**config.mk**
```make
export PLATFORM = sky130hd
export DESIGN_NAME = multdiv_unit
export DESIGN_NICKNAME = d
export VERILOG_FILES = /design/src/rtl/multdiv_unit.sv
export SDC_FILE = /design/constraint.sdc
export NUM_CORES = 1
export LEC_CHECK = 0
export ABC_CLOCK_PERIOD_IN_PS = 11100
export BUFFER_PORTS_ARGS = -buffer_cell sky130_fd_sc_hd__buf_2
export CAP_MARGIN = 30
export CORE_MARGIN = 5
export CORE_UTILIZATION = 40
export CTS_BUF_LIST = sky130_fd_sc_hd__clkbuf_2
export DETAILED_ROUTE_END_ITERATION = 10
export SLEW_MARGIN = 20
export SYNTH_ARGS = -nofsm -noshare
export SYNTH_HDL_FRONTEND = slang
export SYNTH_SLANG_ARGS = --single-unit
```
**constraint.sdc**
```tcl
create_clock -name clk -period 11.1 [get_ports clk]
set_input_delay 2.22 -clock clk [delete_from_list [all_inputs] [get_ports clk]]
set_output_delay 2.22 -clock clk [all_outputs]
set_load 0.05 [all_outputs]
```
**src/rtl/multdiv_unit.sv**
```systemverilog
// Iterative signed multiply/divide sequencer for the execute stage.
// Multiply: radix-2 Booth, one step per cycle. Divide: restoring on magnitudes.
// Optional macro MULTDIV_EARLY_OUT_EN: zero operands finish in one cycle.
module multdiv_unit #(
  parameter int unsigned WIDTH = 32
) (
  input  logic             clk,
  input  logic             reset,
  input  logic             ctrl_MULT,
  input  logic             ctrl_DIV,
  input  logic [WIDTH-1:0] data_operandA,
  input  logic [WIDTH-1:0] data_operandB,
  output logic [WIDTH-1:0] data_result,
  output logic             data_exception,
  output logic             data_resultRDY,
  output logic             busy
);

  localparam int unsigned CNT_W  = $clog2(WIDTH) + 1;
  localparam int unsigned PROD_W = 2 * WIDTH + 1;

`ifdef MULTDIV_EARLY_OUT_EN
  localparam bit EARLY_OUT = 1'b1;
`else
  localparam bit EARLY_OUT = 1'b0;
`endif

  typedef enum logic [1:0] {IDLE, MULT, DIV, DONE} stateType;

  stateType          state;
  logic [CNT_W-1:0]  counter;
  logic [PROD_W-1:0] prodReg;   // {high half, multiplier, Booth q(-1)}
  logic [WIDTH-1:0]  opA;
  logic [WIDTH-1:0]  opB;
  logic [WIDTH-1:0]  remReg;
  logic [WIDTH-1:0]  quoReg;    // dividend magnitude shifts out as quotient shifts in

  logic [WIDTH:0]     hiExt;
  logic [WIDTH:0]     boothSum;
  logic [PROD_W-1:0]  boothNext;
  logic [2*WIDTH-1:0] product;
  logic               mulOvf;
  logic [WIDTH-1:0]   absB;
  logic [WIDTH-1:0]   absInA;
  logic [WIDTH:0]     divShift;
  logic [WIDTH:0]     divTrial;
  logic               qBit;
  logic [WIDTH-1:0]   remNext;
  logic [WIDTH-1:0]   quoNext;
  logic [WIDTH-1:0]   quoSigned;
  logic               divByZero;
  logic               divOvf;
  logic               lastStep;
  logic               zeroOp;

  // Datapath for one Booth step and one restoring-division step
  always_comb begin
    // High half is widened by one bit so subtracting the most negative
    // multiplicand cannot wrap before the arithmetic shift.
    hiExt = {prodReg[PROD_W-1], prodReg[PROD_W-1:WIDTH+1]};
    case (prodReg[1:0])
      2'b01:   boothSum = hiExt + {opA[WIDTH-1], opA};
      2'b10:   boothSum = hiExt - {opA[WIDTH-1], opA};
      default: boothSum = hiExt;
    endcase
    boothNext = {boothSum, prodReg[WIDTH:1]};
    product   = boothNext[PROD_W-1:1];
    mulOvf    = !((&product[2*WIDTH-1:WIDTH-1]) || !(|product[2*WIDTH-1:WIDTH-1]));

    absB     = opB[WIDTH-1] ? (~opB + WIDTH'(1)) : opB;
    absInA   = data_operandA[WIDTH-1] ? (~data_operandA + WIDTH'(1)) : data_operandA;
    divShift = {remReg, quoReg[WIDTH-1]};
    divTrial = divShift - {1'b0, absB};
    qBit     = !divTrial[WIDTH];
    remNext  = qBit ? divTrial[WIDTH-1:0] : divShift[WIDTH-1:0];
    quoNext  = {quoReg[WIDTH-2:0], qBit};
    quoSigned = (opA[WIDTH-1] ^ opB[WIDTH-1]) ? (~quoNext + WIDTH'(1)) : quoNext;

    divByZero = (opB == '0);
    divOvf    = (opA == {1'b1, {(WIDTH-1){1'b0}}}) && (&opB);
    lastStep  = (counter == CNT_W'(WIDTH - 1));
    zeroOp    = (data_operandA == '0) || (data_operandB == '0);
  end

  // Sequencer state, operand capture and registered results
  always_ff @(posedge clk) begin
    if (reset) begin
      state          <= IDLE;
      counter        <= '0;
      prodReg        <= '0;
      opA            <= '0;
      opB            <= '0;
      remReg         <= '0;
      quoReg         <= '0;
      data_result    <= '0;
      data_exception <= 1'b0;
      data_resultRDY <= 1'b0;
      busy           <= 1'b0;
    end else begin
      data_resultRDY <= 1'b0;
      case (state)
        IDLE: begin
          counter <= '0;
          if (ctrl_MULT || ctrl_DIV) begin
            opA     <= data_operandA;
            opB     <= data_operandB;
            prodReg <= {WIDTH'(0), data_operandB, 1'b0};
            remReg  <= '0;
            quoReg  <= absInA;
            if (EARLY_OUT && zeroOp) begin
              state          <= DONE;
              data_result    <= '0;
              data_exception <= !ctrl_MULT && (data_operandB == '0);
              data_resultRDY <= 1'b1;
            end else begin
              state <= ctrl_MULT ? MULT : DIV;
              busy  <= 1'b1;
            end
          end
        end
        MULT: begin
          prodReg <= boothNext;
          counter <= counter + CNT_W'(1);
          if (lastStep) begin
            state          <= DONE;
            busy           <= 1'b0;
            data_resultRDY <= 1'b1;
            data_result    <= product[WIDTH-1:0];
            data_exception <= mulOvf;
          end
        end
        DIV: begin
          remReg  <= remNext;
          quoReg  <= quoNext;
          counter <= counter + CNT_W'(1);
          if (lastStep) begin
            state          <= DONE;
            busy           <= 1'b0;
            data_resultRDY <= 1'b1;
            data_exception <= divByZero || divOvf;
            if (divByZero)   data_result <= '0;
            else if (divOvf) data_result <= {1'b1, {(WIDTH-1){1'b0}}};
            else             data_result <= quoSigned;
          end
        end
        DONE: begin
          state   <= IDLE;
          counter <= '0;
        end
        default: state <= IDLE;
      endcase
    end
  end

endmodule

```
==> reports/metrics.csv, run 1 <==
metric,value,unit
outcome,"finished, final reports clean",
total global routing overflow,0,
Max Cap Viol,0,
Synth Flop Type,dfxtp_1,
Die H,211,µm
Max Used Layer,met4,
Setup crit start kind,flip-flop,
top-area cell type share of the netlist area,0.293,
Worst Tran Pin Value,0.905,ns
top post-synthesis cells by area,"dfxtp_1 (29%), nand2_1 (8.6%), a21oi_1 (6.8%)",
clock tree buffer depth,3,
routed wl met2,24.1,mm
Starting DRT DRC Count,1142,
area delta synth->final,9.68,%
total CTS buffers,70,
final setup vio count,0,
die width,211,µm
R2R Setup Slk,3.92,ns
largest fanout on the critical path,57,
num rows,73,
core area,0.0398,mm²
via count,16100,
drt wl/cell,18.5,µm
r2r startpoint,opB[6],
Syn Inst Count,2168,
Tcrit/Tclk final,0.647,
P_leak,0.00709,µW
Final nets,2378,
PD cells,272,mW/mm²
vias in the first global route,15000,
clk sink count,236,
synth cell count leaders,"nand2_1 (369), dfxtp_1 (236), a21oi_1 (218), nor2_1 (197), o21ai_0 (112)",
total length of routed wires,52.0,mm
die area,0.0444,mm²
synthesized area per cell,7.43,µm²
worst path required time,11.89,ns
CP max stage delay,0.75,ns
startpoint of the worst hold path,counter[0],
cell with the most instances after synthesis,nand2_1,
routed vias/inst,5.72,
setup TNS,0,ns
Yosys reg bits,236,
R2R Path End,data_result[28],
post-route minimum period,7.18,ns
FF+latch area,0.00472,mm²
fraction of layout instances using a drive strength above 1,0.121,
worst r2r path cells,21,
hold buffer count at CTS,0,
CTS H-tree lvls,3,
clk slew on worst S/H paths,0.10,ns
IO Port Bufs,102,
ys async rst share,0,
CTS tree,yes,
WP data arrival,7.97,ns
I/O pins,103,
multi-input logic area,0.0108,mm²
placed cell areas,0.0170,mm²
largest net degree at the start of global routing,87,
post-cts resize count,0,
met3 wire length,2.78,mm
final number of hold-violating endpoints,0,
Fill cells,4152,
RSZ-0062 raised after global routing,false,
Post CTS Setup Buffer Count,0,
effective utilization at floorplan,0.404,
Worst Setup Path Type,reg2reg,
worst skew pair latency,0.98,ns
Post-synth EDFFs,0,
Yosys warnings,0,
Worst setup EP type,flip-flop,
wl on met1,23.5,mm
ANT nets after route,0,
clk root buf,clkbuf_2,
"delay-heaviest family, CP",simple AND/OR/NAND/NOR gates,
Fmax achieved,139,MHz
slew margin rel.,0.388,
global-route wire length before repair,82.5,mm
Synth area leader,dfxtp_1,
share of the core filled with cells,0.444,
HPWL after DPL,37.1,mm
Finished Cell Area,0.0177,mm²
GRT Total Usage,0.228,
Synth Net Count,2313,
Worst Skew,0.0850,ns
post-synthesis sequential area ratio,0.293,
CP Cell Sequence,or3_1 -> or3_1 -> or2_2 -> or3_1 -> nand2b_1 -> o41ai_1 -> xor2_1 -> ha_1 -> nand4_1 -> nor2_1 -> nor3_1 -> a211o_1 -> a311oi_4 -> buf_4 -> ha_1 -> nand2_1 -> nor3_1 -> a21oi_1 -> xor2_1 -> a221oi_1 -> nor3_1,
Slew Limit Fails,0,
hold depth,1,
DRC violations left,0,
Hold Crit Class,reg2reg,
WHS Endpoint,counter[0],
Pwr Total,4810,µW
Max IR drop VDD,0.105,mV
Pre-Repair DR Iteration Count,5,
gpl congestion,0.922,
Netlist cell types,75,
antenna violations before repair,2,
Mapped Area,0.0161,mm²
Worst Path Buf+Inv,1,
CP max stage cell,a311oi_4,
## stage by stage
step | hold WS, ns | instances | worst slack (ns)
floorplan | 0.426 | 2168 | 5.28
global placement | 0.445 | 2685 | 4.18
detailed placement | 0.451 | 2686 | 4.03
CTS | 0.476 | 2806 | 4.01
global route | 0.505 | 2807 | 3.27
finish | 0.472 | 2807 | 3.92
## cells in the final DEF (no fill, tap or decap), types with 15 or more instances in the layout
master / count
buf_4: 23
and3_1: 17
o211ai_1: 16
nor2b_1: 18
a21o_1: 31
a22oi_1: 15
nand2_1: 368
o21ai_0: 112
inv_1: 39
clkbuf_2: 99
nand2b_1: 17
a21oi_1: 218
buf_2: 101
nor2_1: 194
o31ai_1: 28
nor4_1: 25
a211oi_1: 50
a31oi_1: 32
nor3_1: 62
or3_1: 26
xor2_1: 92
dfxtp_1: 236
xnor2_1: 70
clkinv_1: 15
nand4_1: 18
ha_1: 73
mux2i_1: 44
nand3_1: 51
a221oi_1: 24
## how the worst max path moves through the flow
stage	startpoint	endpoint	slack, ns	cells after the start
final	opB[6]	data_result[28]	3.92	21
after global routing	opB[6]	data_result[28]	3.27	23
after CTS	opB[6]	data_result[30]	4.01	21
after detailed placement	opB[6]	data_result[30]	4.03	23
after global placement	opB[6]	data_result[30]	4.18	23
after floorplan	opB[6]	data_result[28]	5.28	25
## report_power, final
| group | internal, µW | total (µW) | switching, µW |
|---|---|---|---|
| Combinational | 1060 | 2840 | 1780 |
| Clock | 265 | 674 | 409 |
| Sequential | 1040 | 1300 | 260 |
| Total | 2360 | 4810 | 2450 |
## final cells by class
type	count	area share
antenna	1	0.000142
multi-input combinational	1757	0.611
clock buffer	99	0.0280
tap	525	0.0372
inverter	42	0.00892
sequential	236	0.267
timing repair buffer	126	0.0406
clock inverter	21	0.00708
## flip-flops by register name, summed over array words and instances (netlist names)
name / cells
prodReg: 65
data_result: 32
opA: 32
opB: 32
quoReg: 32
remReg: 32
counter: 6
state: 2
busy: 1
data_exception: 1
data_resultRDY: 1
## cell families after synthesis
| kind of cell | count (synthesis) | synth area share |
|---|---|---|
| AND/OR/NAND/NOR | 855 | 0.242 |
| AO/OA/AOI/OAI | 606 | 0.238 |
| flip-flops | 236 | 0.293 |
| buffers and inverters | 175 | 0.0417 |
| XOR/XNOR | 163 | 0.0886 |
| adder cells (fa/ha/maj) | 77 | 0.0607 |
| multiplexers | 56 | 0.0357 |
## routing by layer
metal | global-route usage | vias to the layer above
li1 | - | 7921
met2 | 0.369 | 454
met4 | 0.0816 | 0
met1 | 0.307 | 7596
met3 | 0.0374 | 90
met5 | 0 | -
No activity file was read; power rests on OpenSTA's default activity.
==> run 2, diff against run 1 <==
ABC_CLOCK_PERIOD_IN_PS = 7100   (was 11100)
clock period = 7.1 ns   (was 11.1 ns; I/O delays follow)
==> run 2 against run 1 <==
  * Critical path depth is 1 higher
  * Die area stayed put
  * Setup slack worse by 2.9 ns
  * Register-to-register slack worse by 2.9 ns
  * Count of clock-buffer cells in the layout is 6 higher
  * Critical path type unchanged
  * Critical endpoint is now data_result[30]
==> reports/metrics.csv, run 2 (same netlist as run 1, synthesis figures left out) <==
metric,value,unit,change
outcome,"finished, final reports clean",,
slew margin rel.,0.345,,-0.0428
total length of routed wires,51.3,mm,-1.3%
WHS Endpoint,counter[0],,
Pre-Repair DR Iteration Count,5,,unchanged
Starting DRT DRC Count,1089,,-4.6%
"commonest cells after routing, fill and taps aside","nand2_1 (368), dfxtp_1 (236), a21oi_1 (218), nor2_1 (194), o21ai_0 (112)",,
HPWL after DPL,37.1,mm,-0.11%
IO Port Bufs,102,,unchanged
Fmax achieved,166,MHz,+19%
final setup vio count,0,,unchanged
Fill cells,4138,,-0.34%
total CTS buffers,69,,-1.4%
total global routing overflow,0,,unchanged
worst r2r path cells,22,,+4.8%
multi-input logic area,0.0108,mm²,about the same
"commonest non-fill, non-tap cell in the layout",nand2_1,,
R2R Path End,data_result[30],,
clock tree buffer depth,3,,unchanged
max reg flops,65,,unchanged
clk root buf,clkbuf_2,,
PD cells,426,mW/mm²,+56%
Hold Crit Class,reg2reg,,
GRT Total Usage,0.223,,-0.00446
Finished Cell Area,0.0177,mm²,+0.47%
Die H,211,µm,unchanged
Setup crit start kind,flip-flop,,
Max Cap Viol,0,,unchanged
RSZ-0062 raised after global routing,false,,
global-route wire length before repair,81.1,mm,-1.6%
Top reg by flops,prodReg,,
hold buffer count at CTS,0,,unchanged
via count,16000,,-0.26%
hold depth,1,,unchanged
R2R Setup Slk,1.06,ns,-2.86 ns
core area,0.0398,mm²,unchanged
Worst Tran Pin Value,0.982,ns,+0.0769 ns
fraction of layout instances using a drive strength above 1,0.123,,+0.00219
CTS H-tree lvls,3,,unchanged
startpoint of the worst hold path,counter[0],,
P_leak,0.00714,µW,+0.69%
r2r startpoint,opB[6],,
final number of hold-violating endpoints,0,,unchanged
worst skew pair latency,0.94,ns,-0.04 ns
routed vias/inst,5.71,,-0.29%
setup TNS,0,ns,unchanged
placed cell areas,0.0171,mm²,+0.19%
post-cts resize count,0,,unchanged
Post CTS Setup Buffer Count,0,,unchanged
clk sink count,236,,unchanged
I/O pins,103,,unchanged
Final nets,2378,,unchanged
worst path required time,7.87,ns,-4.02 ns
FF+latch area,0.00472,mm²,unchanged
area delta synth->final,10.2,%,
drt wl/cell,18.3,µm,-1.3%
Max IR drop VDD,0.191,mV,+82%
Worst Setup Path Type,reg2reg,,
Worst setup EP type,flip-flop,,
largest net degree at the start of global routing,92,,+5.7%
WP data arrival,6.81,ns,-1.16 ns
largest fanout on the critical path,7,,-88%
Worst Skew,0.0748,ns,-0.0102 ns
Tcrit/Tclk final,0.851,,+0.204
antenna violations before repair,2,,unchanged
ANT nets after route,0,,unchanged
effective utilization at floorplan,0.404,,unchanged
die area,0.0444,mm²,unchanged
CTS tree,yes,,
num rows,73,,unchanged
DRC violations left,0,,unchanged
Slew Limit Fails,0,,unchanged
vias in the first global route,14900,,-1.2%
Pwr Total,7550,µW,+57%
die width,211,µm,unchanged
post-route minimum period,6.04,ns,-1.14 ns
clk slew on worst S/H paths,0.10,ns,about the same
gpl congestion,0.922,,about the same
run 2: metrics by stage:
stage	utilization	setup WS (ns)	hold WS [ns]	cells
final	0.446	1.06	0.472	2808
after global routing	0.446	0.520	0.495	2807
after CTS	0.445	1.03	0.472	2805
after detailed placement	0.429	1.14	0.450	2686
after global placement	0.427	1.19	0.446	2682
after floorplan	-	1.28	0.426	2168
run 2: worst max-delay path, stage by stage, from the launching register on:
cell	delay, ns
dfxtp_1	0.38
or3_1	0.39
or3_1	0.32
or2_2	0.31
or3_1	0.44
nand2b_1	0.26
o31ai_1	0.27
xor2_1	0.11
ha_1	0.42
a21o_1	0.15
a21o_1	0.10
a21oi_1	0.05
o21ai_0	0.29
nor3_1	0.11
a211o_1	0.31
a311oi_4	0.35
ha_1	0.32
nand2_1	0.22
nor3_1	0.39
a21oi_1	0.13
xor2_1	0.16
a221oi_1	0.32
nor3_1	0.07
run 2: layout make-up:
| cell class | instances | share of cell area |
|---|---|---|
| Inverter | 42 | 0.00888 |
| Clock inverter | 14 | 0.00656 |
| Clock buffer | 105 | 0.0296 |
| Timing Repair Buffer | 127 | 0.0442 |
| Tap cell | 525 | 0.0370 |
| Multi-Input combinational cell | 1757 | 0.607 |
| Antenna cell | 2 | 0.000282 |
| Sequential cell | 236 | 0.266 |
run 2: layer usage:
metal,vias up,GRT usage,wire [µm]
met4,0,0.0832,1690
li1,7938,-,-
met2,508,0.355,23200
met5,-,0,0
met3,104,0.0351,3040
met1,7470,0.307,23300
run 2: how the worst max path moves through the flow:
stage | slack [ns] | cells after the start | endpoint | start
finish | 1.06 | 22 | data_result[30] | opB[6]
global route | 0.52 | 22 | data_result[30] | opB[6]
CTS | 1.03 | 22 | data_result[30] | opB[6]
detailed placement | 1.14 | 20 | data_result[9] | opB[6]
global placement | 1.19 | 20 | data_result[9] | opB[6]
floorplan | 1.28 | 25 | data_result[28] | opB[6]
run 2: report_power, final:
| group | leakage (µW) | switching (µW) | internal [µW] |
|---|---|---|---|
| sequential | 0.00193 | 423 | 1620 |
| clock | 0.000494 | 621 | 463 |
| combinational | 0.00472 | 2750 | 1670 |
==> run 3, diff against run 2 <==
ABC_CLOCK_PERIOD_IN_PS = 5800   (was 7100)
clock period = 5.8 ns   (was 7.1 ns; I/O delays follow)
==> run 3 against run 2 <==
  * Combinational power rose by 27%
  * Critical path type unchanged
  * Global-route usage rose by 0.45 points
  * Final cell count rose by 0.57%
  * Sequential cell count did not move
  * Highest routed layer unchanged
  * Critical endpoint is now data_result[12]
  * Clock skew fell by 0.013 ns
  * Register-to-register slack got worse by 0.73 ns
  * Sequential power rose by 21%
  * Utilization rose by 0.39 points
  * Sequential share of layout area fell by 0.23 points
  * Non-clock buffer count rose by 23
  * Die area did not move
  * Fmax rose by 10%
==> reports/metrics.csv, run 3 (same netlist as run 1, synthesis figures left out) <==
metric,value,unit,change
outcome,"finished, final reports clean",,
clock tree buffer depth,3,,unchanged
share of the core filled with cells,0.450,,+0.00387
Fill cells,4218,,+1.9%
WP data arrival,6.30,ns,-0.51 ns
slew margin rel.,0.382,,+0.0364
total CTS buffers,68,,-1.4%
post-route minimum period,5.47,ns,-0.565 ns
largest fanout on the critical path,5,,-2
global-route wire length before repair,82.2,mm,+1.3%
GRT Total Usage,0.228,,+0.00445
Top reg by flops,prodReg,,
DRC violations left,0,,unchanged
clk root buf,clkbuf_2,,
Worst Setup Path Type,reg2reg,,
antenna violations before repair,2,,unchanged
Final nets,2400,,+0.93%
via count,16200,,+1.0%
max reg flops,65,,unchanged
num rows,73,,unchanged
Pre-Repair DR Iteration Count,5,,unchanged
CTS H-tree lvls,3,,unchanged
HPWL after DPL,38.3,mm,+3.3%
PD cells,522,mW/mm²,+23%
Starting DRT DRC Count,1183,,+8.6%
vias in the first global route,15000,,+1.0%
core area,0.0398,mm²,unchanged
largest net degree at the start of global routing,75,,-18%
Worst Skew,0.0616,ns,-0.0132 ns
CTS tree,yes,,
routed vias/inst,5.73,,+0.46%
multi-input logic area,0.0109,mm²,+0.73%
effective utilization at floorplan,0.404,,unchanged
die width,211,µm,unchanged
Fmax achieved,183,MHz,+10%
die area,0.0444,mm²,unchanged
setup TNS,0,ns,unchanged
Min Hold Slack,0.446,ns,-0.0265 ns
Worst Tran Pin Value,0.923,ns,-0.0591 ns
Slew Limit Fails,0,,unchanged
"commonest cells after routing, fill and taps aside","nand2_1 (367), dfxtp_1 (236), a21oi_1 (218), nor2_1 (192), o21ai_0 (110)",,
worst path required time,6.63,ns,-1.24 ns
final setup vio count,0,,unchanged
clk sink count,236,,unchanged
fraction of layout instances using a drive strength above 1,0.136,,+0.0126
Setup crit start kind,flip-flop,,
Hold Crit Class,in2reg,,
Max IR drop VDD,0.239,mV,+25%
P_leak,0.00721,µW,+0.94%
gpl congestion,0.911,,-1.2%
worst skew pair latency,0.97,ns,+0.03 ns
Die H,211,µm,unchanged
IO Port Bufs,102,,unchanged
Max Cap Viol,0,,unchanged
Worst setup EP type,flip-flop,,
total global routing overflow,0,,unchanged
final number of hold-violating endpoints,0,,unchanged
total length of routed wires,52.8,mm,+3.0%
ANT nets after route,0,,unchanged
area delta synth->final,11.2,%,
I/O pins,103,,unchanged
Tcrit/Tclk final,0.944,,+0.0932
"commonest non-fill, non-tap cell in the layout",nand2_1,,
RSZ-0062 raised after global routing,false,,
drt wl/cell,18.7,µm,+2.4%
FF+latch area,0.00472,mm²,unchanged
clk slew on worst S/H paths,0.10,ns,about the same
==> run 3: cell types whose count changed in the layout (fill, tap and decap cells not counted), moves of 4 or more <==
cell / before / now
buf_4: 20 / 45
clkbuf_2: 105 / 97
o41ai_1: 8 / 4
o41ai_2: 0 / 4
==> run 3: repair_timing <==
action / in CTS / in global routing
hold buffers: 0 / 0
endpoints found under the setup margin: 0 / 23
gates resized for setup: 0 / 16
buffers inserted: 0 / 2
==> run 3: metal layers <==
metal / vias to the layer above / global-route usage / wire (µm)
li1: 7975 / - / -
met4: 0 / 0.0829 / 1550
met3: 93 / 0.0382 / 2720
met2: 452 / 0.364 / 24200
met1: 7666 / 0.310 / 24400
met5: - / 0 / 0
==> run 3: worst paths after layout <==
path	startpoint	to	slack [ns]	cells after the start
setup / recovery	opB[2]	data_result[12]	0.33	23
hold / removal	data_operandB[21]	opB[21]	0.45	3
setup reg to reg	opB[2]	data_result[12]	0.33	23
hold reg to reg	prodReg[1]	prodReg[0]	0.47	2
==> run 3: critical path: stages (launching register included) <==
cell and delay [ns]:
dfxtp_1 0.36, nor2_1 0.19, nand2_1 0.13, or3_1 0.38, or2_2 0.31, or3_4 0.41, o31ai_2 0.22, xor2_1 0.13
ha_1 0.38, and3_1 0.24, and3_1 0.21, nand3_1 0.17, nor3b_1 0.21, o21ai_1 0.13, and3_1 0.21, a311oi_4 0.25
buf_4 0.20, ha_1 0.18, nand2_1 0.14, buf_4 0.20, o31ai_2 0.24, xnor2_1 0.09, a221oi_1 0.28, nor3_1 0.07
==> run 3: final cells by class <==
type	instances	share of cell area
Multi-Input combinational cell	1757	0.606
Sequential cell	236	0.264
Timing Repair Buffer	150	0.0515
Tap cell	525	0.0367
Clock buffer	97	0.0271
Inverter	42	0.00881
Clock inverter	15	0.00524
Antenna cell	2	0.000280
==> run 3: power breakdown <==
part           switching, µW  leakage [µW]  internal, µW
clock                    783      0.000443           458
combinational           3500       0.00484          2120
sequential               501       0.00193          1990
==> run 3: through the flow <==
step	std cells	power [µW]	worst slack [ns]	area (µm²)
finish	2824	9350	0.326	17900
global route	2824	10100	0.0155	17900
CTS	2820	9270	0.0219	17800
detailed placement	2708	7990	0.0567	17200
global placement	2706	7920	0.0748	17200
floorplan	2168	6510	0.0601	16100
